`config.mk`:
```
export PLATFORM = sky130hd
export DESIGN_NAME = clint_ctrl
export DESIGN_NICKNAME = d
export VERILOG_FILES = /design/src/rtl/clint_ctrl.sv
export SDC_FILE = /design/constraint.sdc
export NUM_CORES = 1
export LEC_CHECK = 0
export BUFFER_PORTS_ARGS = -buffer_cell sky130_fd_sc_hd__buf_4
export CAP_MARGIN = 25
export CORE_AREA = 2 2 118 120
export DETAILED_ROUTE_END_ITERATION = 12
export DIE_AREA = 0 0 120 122
export PLACE_DENSITY = 0.56
export SYNTH_ARGS = -nofsm -noshare
export SYNTH_HDL_FRONTEND = slang
export SYNTH_SLANG_ARGS = --single-unit
```
`constraint.sdc`:
```
create_clock -name clk -period 4.3 [get_ports clk]
set_input_delay 0.86 -clock clk [delete_from_list [all_inputs] [get_ports clk]]
set_output_delay 0.86 -clock clk [all_outputs]
set_load 0.01 [all_outputs]
```
`src/rtl/clint_ctrl.sv`:
```
// Core-local interrupt controller: detects ecall/ebreak/mret and interrupts, sequences the trap CSR
// writes, then redirects the pipeline. Define CLINT_ASYNC_INT_EN to enable interrupt detection.
module clint_ctrl #(
    parameter logic [11:0] MTVEC_ADDR   = 12'h305,
    parameter logic [11:0] MEPC_ADDR    = 12'h341,
    parameter logic [11:0] MSTATUS_ADDR = 12'h300,
    parameter logic [11:0] MCAUSE_ADDR  = 12'h342
) (
    input  logic        clk,
    input  logic        rst,
    input  logic [31:0] inst_i,
    input  logic [31:0] inst_addr_i,
    input  logic        jump_flag_i,
    input  logic [31:0] jump_addr_i,
    input  logic [7:0]  int_flag_i,
    input  logic [31:0] csr_mtvec_i,
    input  logic [31:0] csr_mepc_i,
    input  logic [31:0] csr_mstatus_i,
    output logic        clint_wr_en_o,
    output logic [31:0] clint_wr_addr_o,
    output logic [31:0] clint_wr_data_o,
    output logic        hold_flag_o,
    output logic        int_assert_o,
    output logic [31:0] int_addr_o
);

    localparam logic [31:0] INST_ECALL   = 32'h0000_0073;
    localparam logic [31:0] INST_EBREAK  = 32'h0010_0073;
    localparam logic [31:0] INST_MRET    = 32'h3020_0073;
    localparam logic [31:0] CAUSE_ECALL  = 32'd11;
    localparam logic [31:0] CAUSE_EBREAK = 32'd3;
    localparam logic [31:0] CAUSE_TIMER  = 32'h8000_0007;
    localparam logic [31:0] CAUSE_EXT    = 32'h8000_000B;

    typedef enum logic [2:0] {
        IDLE,
        W_MEPC,
        W_MSTATUS,
        W_MCAUSE,
        W_MRET,
        JUMP
    } state_t;

    state_t      state;
    logic [31:0] cause;
    logic [31:0] ret_pc;
    logic        mret_pending;
    logic        blank;

    logic        inst_ecall;
    logic        inst_ebreak;
    logic        inst_mret;
    logic        sync_trap;
    logic        async_evt;
    logic [31:0] async_cause;
    logic [31:0] async_pc;
    logic        armed;
    logic        take_trap;
    logic        take_mret;
    logic [31:0] trap_cause;
    logic [31:0] trap_pc;
    logic        unused_sink;

    // Entering a trap: save MIE into MPIE and disable interrupts.
    function automatic logic [31:0] trap_mstatus(input logic [31:0] ms);
        return {ms[31:8], ms[3], ms[6:4], 1'b0, ms[2:0]};
    endfunction

    // Leaving a trap: restore MIE from MPIE and set MPIE.
    function automatic logic [31:0] mret_mstatus(input logic [31:0] ms);
        return {ms[31:8], 1'b1, ms[6:4], ms[7], ms[2:0]};
    endfunction

`ifdef CLINT_ASYNC_INT_EN
    assign async_evt   = (int_flag_i != 8'h00) && csr_mstatus_i[3];
    assign async_cause = int_flag_i[0] ? CAUSE_TIMER : CAUSE_EXT;
    assign async_pc    = jump_flag_i ? jump_addr_i : inst_addr_i;
    assign unused_sink = ^MTVEC_ADDR;
`else
    assign async_evt   = 1'b0;
    assign async_cause = CAUSE_EXT;
    assign async_pc    = inst_addr_i;
    assign unused_sink = ^{MTVEC_ADDR, int_flag_i, jump_flag_i, jump_addr_i};
`endif

    assign inst_ecall  = (inst_i == INST_ECALL);
    assign inst_ebreak = (inst_i == INST_EBREAK);
    assign inst_mret   = (inst_i == INST_MRET);
    assign sync_trap   = inst_ecall || inst_ebreak;

    // The IDLE cycle right after JUMP still shows the redirected-away instruction, so it is not armed.
    assign armed     = (state == IDLE) && !blank && !rst;
    assign take_trap = armed && (sync_trap || (!inst_mret && async_evt));
    assign take_mret = armed && !sync_trap && inst_mret;

    assign trap_cause = inst_ecall ? CAUSE_ECALL : (inst_ebreak ? CAUSE_EBREAK : async_cause);
    assign trap_pc    = sync_trap ? inst_addr_i : async_pc;

    assign hold_flag_o = (state != IDLE) || take_trap || take_mret;

    always_ff @(posedge clk or posedge rst) begin
        if (rst) begin
            state        <= IDLE;
            cause        <= '0;
            ret_pc       <= '0;
            mret_pending <= 1'b0;
            blank        <= 1'b0;
        end else begin
            blank <= 1'b0;
            case (state)
                IDLE: begin
                    if (take_trap) begin
                        cause        <= trap_cause;
                        ret_pc       <= trap_pc;
                        mret_pending <= 1'b0;
                        state        <= W_MEPC;
                    end else if (take_mret) begin
                        mret_pending <= 1'b1;
                        state        <= W_MRET;
                    end
                end
                W_MEPC:    state <= W_MSTATUS;
                W_MSTATUS: state <= W_MCAUSE;
                W_MCAUSE:  state <= JUMP;
                W_MRET:    state <= JUMP;
                JUMP: begin
                    state <= IDLE;
                    blank <= 1'b1;
                end
                default:   state <= IDLE;
            endcase
        end
    end

    // Outputs decode state, latches and CSR values only; inst_i never reaches them.
    always_comb begin
        clint_wr_en_o   = 1'b0;
        clint_wr_addr_o = '0;
        clint_wr_data_o = '0;
        int_assert_o    = 1'b0;
        int_addr_o      = '0;
        case (state)
            W_MEPC: begin
                clint_wr_en_o   = 1'b1;
                clint_wr_addr_o = {20'h0, MEPC_ADDR};
                clint_wr_data_o = ret_pc;
            end
            W_MSTATUS: begin
                clint_wr_en_o   = 1'b1;
                clint_wr_addr_o = {20'h0, MSTATUS_ADDR};
                clint_wr_data_o = trap_mstatus(csr_mstatus_i);
            end
            W_MCAUSE: begin
                clint_wr_en_o   = 1'b1;
                clint_wr_addr_o = {20'h0, MCAUSE_ADDR};
                clint_wr_data_o = cause;
            end
            W_MRET: begin
                clint_wr_en_o   = 1'b1;
                clint_wr_addr_o = {20'h0, MSTATUS_ADDR};
                clint_wr_data_o = mret_mstatus(csr_mstatus_i);
            end
            JUMP: begin
                int_assert_o = 1'b1;
                int_addr_o   = mret_pending ? csr_mepc_i : csr_mtvec_i;
            end
            default: ;
        endcase
    end

endmodule

```
==> flow_summary_export.csv <==
group,metric,value,unit
sta,fin_skew,4.664,ps
worst_setup_path,critical_path.max_stage_delay,390,ps
detailed_routing,drt_wl_total,10.14,mm
yosys,synth_area,2759,um2
job,cap_violations,0,
yosys,ys_ff_latch,40,
sta,slew_viol_final,0,
hold_path,min_from,"cause[1]$_DFFE_PP0P_",
power,intPower,0.0009970,W
clocking,cts_made_buffers,5,
sta,timing.fmax,0.3382,GHz
power,sw_frac_of_total,24.97,%
yosys,syn_inst,275,
grt,grt_usage,12.88,%
yosys,yosysUniqueCellTypes,32,
worst_setup_path,worst-endpoint-arrival,2100,ps
yosys,syn_avg_cell_area,10.03,um2
power,leakagePower,2.764,nW
worst_setup_path,path_max_fanout,3,
worst_setup_path,critPathSlowestCell,"o41ai_1",
hold_path,hold_class,"flip-flop to flip-flop",
sta,hold_viol_final,0,
yosys,async_flop_share,100.0,%
power,pwr-share-seq,29.8,%
layout,drive_gt1_share,57.06,%
layout,nets,705,
detailed_routing,drt-initial-drc-count,99,
placed_design,numPortBuffers,233,
clocking,clkLatencyLatePin,280,ps
power,p_total,0.001329,W
power,clockPowerShare,40.8,%
detailed_routing,vias,2865,
worst_setup_path,path_cells,"buf_4, nor4b_1, nand4_1, o41ai_1, buf_4",
grt,grt_pass1_wl,14.88,mm
clocking,cts_sinks,40,
power,power.switching,0.0003318,W
clocking,root_buffer,"clkbuf_16",
worst_setup_path,end_kind,"output pin",
layout,areaGrowthSynthToFinish,74.78,%
worst_setup_path,rr_worst_depth,5,
worst_setup_path,crit_family,"simple AND/OR/NAND/NOR gates",
sta,max_slew_margin,40.46,%
hold_path,holdPathStages,1,
grt,first_global_vias,2851,
die,dieHeight,122,um
yosys,ys_warn_count,0,
die,rows,43,
power,p_comb_share,29.4,%
die,die-area,14640,um2
detailed_routing,first_pass_iters,4,
clocking,h-tree-depth,2,
detailed_routing,wl_met3,983,um
sta,fin_crit_sh,68.76,%
worst_setup_path,worst_ep_required_time,3440,ps
sta,setup_viol,0,
hold_path,min_to,"cause[1]$_DFFE_PP0P_",
grt,antenna_found_initial,0,
worst_setup_path,crit-reg2reg-launch,"state[1]$_DFFE_PP0P_",
detailed_routing,vias_per_cell,4.195,
grt,grt_max_degree,41,
grt,gr-total-overflow,0,
clocking,post_cts_buffers,0,
sta,period_minus_slack,2957,ps
die,coreArea,13500,um2
worst_setup_path,r2r_end,"ret_pc[2]$_DFFE_PP0P_",
yosys,ys.flop_type,"dfrtp_1",
die,die_w,120,um
worst_setup_path,critPathBufInv,2,
run_status,outcome,"finished clean",
worst_setup_path,worst-r2r-setup-slack,2060,ps
power,power-per-cell-area,275.6,nW/um2
die,boundaryPins,302,
clocking,cts_tree,"done",
sta,worstMarginPinSlew,893.1,ps
yosys,synth-edff-count,0,
layout,antenna_cells,0,
worst_setup_path,cp-start-kind,"primary input",
detailed_routing,dr_wl_met2,5.127,mm
worst_setup_path,cpMostUsedCell,"buf_4",
clocking,hold_buffers,0,
detailed_routing,antenna_left,0,
clocking,post_cts.resized_instances,0,
power,vdd_drop_max,0.1753,mV
die,start_util,20.43,%
placed_design,hpwl,8.208,mm
detailed_routing,top_layer,"met4",
clocking,cts_buffer_depth,2,
detailed_routing,post_drt_wl_per_cell,14.84,um
placed_design,gp_congestion,0.8435,
detailed_routing,wl_met1,3.914,mm
yosys,yosysSeqAreaShare,36.28,%
clocking,path_clk_slew,60,ps
sta,rsz0062_at_grt,"no",
layout,postLayoutCoreUtil,35.71,%
worst_setup_path,criticalPathCategory,"primary input to output pin",
sta,fin_setup_tns,0,ps
detailed_routing,drc_errors,0,
-- cells by family (layout without fill, tap and decap cells) --
kind of cell	count (synthesis)	in the layout	synth area share [%]
multiplexers	67	67	25.81
AO/OA/AOI/OAI	42	42	12.29
XOR/XNOR	1	1	0.3175
flip-flops	40	40	36.28
AND/OR/NAND/NOR	71	71	12.93
buffers and inverters	53	255	12.24
other	1	27	0.1359
-- synthesized netlist by cell type (4+ instances only) --
library cell  number  area share, %
nor2_1            42            5.7
nor4_1             4           0.91
mux2_2            32             13
a22o_1            27            8.6
dfrtp_1           40             36
buf_4             29            7.9
o21ai_0            6            1.1
clkbuf_1           8            1.1
inv_1              8            1.1
buf_1              4           0.54
a22oi_1            4            1.1
nand2_1            8            1.1
mux2i_1           34             12
buf_6              4            1.6
-- state kept, by name, indices dropped and copies added (netlist names) --
| name | cells |
|---|---|
| blank | 1 |
| cause | 3 |
| mret_pending | 1 |
| ret_pc | 32 |
| state | 3 |
-- power groups by stage --
stage	clock network, W	registers [W]	logic, W
finish	0.000542	0.000395	0.000391
detailed placement	0	0.000403	0.000394
global placement	0	0.000402	0.000396
global route	0.000581	0.000396	0.000426
floorplan	0	0.000392	0.000187
CTS	0.000568	0.000395	0.000398
-- stage by stage --
| stage | cells | setup slack [ps] | hold WS (ps) | instance area (um2) |
|---|---|---|---|---|
| final | 683 | 1343 | 466.4 | 4822 |
| after global routing | 683 | 1088 | 501.2 | 4822 |
| after CTS | 681 | 1125 | 469.1 | 4775 |
| after detailed placement | 673 | 1320 | 453.2 | 4559 |
| after global placement | 673 | 1325 | 457.1 | 4559 |
| after floorplan | 301 | 1539 | 440.0 | 2856 |
-- cell usage in the layout (no fill, tap or decap), drive strengths merged --
cell	count
nand3	1
or2	1
a22o	27
nand2	8
conb	27
nor4	5
bufinv	3
xnor2	1
dfrtp	40
o21ai	6
a211o	2
o21bai	1
mux2	33
nor4b	2
inv	8
buf	239
nor3	4
or3	1
o41ai	1
nor2	42
and2	1
mux2i	34
nor2b	3
a22oi	4
nand4	1
and4b	2
clkbuf	5
o2bb2ai	1
-- worst register-to-register path: stages, from the launching register on --
cell and delay, ps:
dfrtp_1 580, nor3_4 310, nand3_2 160, nor4_4 320, buf_4 370, mux2_2 400
-- metal layers --
| layer | GRT usage (%) | up-vias |
|---|---|---|
| li1 | - | 1376 |
| met1 | 14.77 | 1313 |
| met2 | 23.51 | 168 |
| met3 | 3.652 | 8 |
| met4 | 3.235 | 0 |
| met5 | 0 | - |
-- worst max-delay path by stage --
stage                     depth (start not counted)  slack (ps)             endpoint                  from
after detailed placement                          5        1320          hold_flag_o             inst_i[9]
after global placement                            5        1320          hold_flag_o             inst_i[2]
after floorplan                                   3        1540          hold_flag_o            inst_i[13]
after CTS                                         4        1120       int_addr_o[25]  state[1]$_DFFE_PP0P_
after global routing                              5        1090  clint_wr_data_o[31]  state[2]$_DFFE_PP0P_
final                                             5        1340          hold_flag_o             inst_i[2]
-- final cells by class --
| cell class | instances | area [um2] |
|---|---|---|
| inverter | 8 | 30.03 |
| timing repair buffer | 239 | 1827 |
| sequential | 40 | 1002 |
| fill | 1369 | 8682 |
| tap | 180 | 225.2 |
| multi-input combinational | 208 | 1523 |
| clock buffer | 5 | 125.1 |
| clock inverter | 3 | 90.09 |
Note: power is estimated with default switching activity, not from simulation.
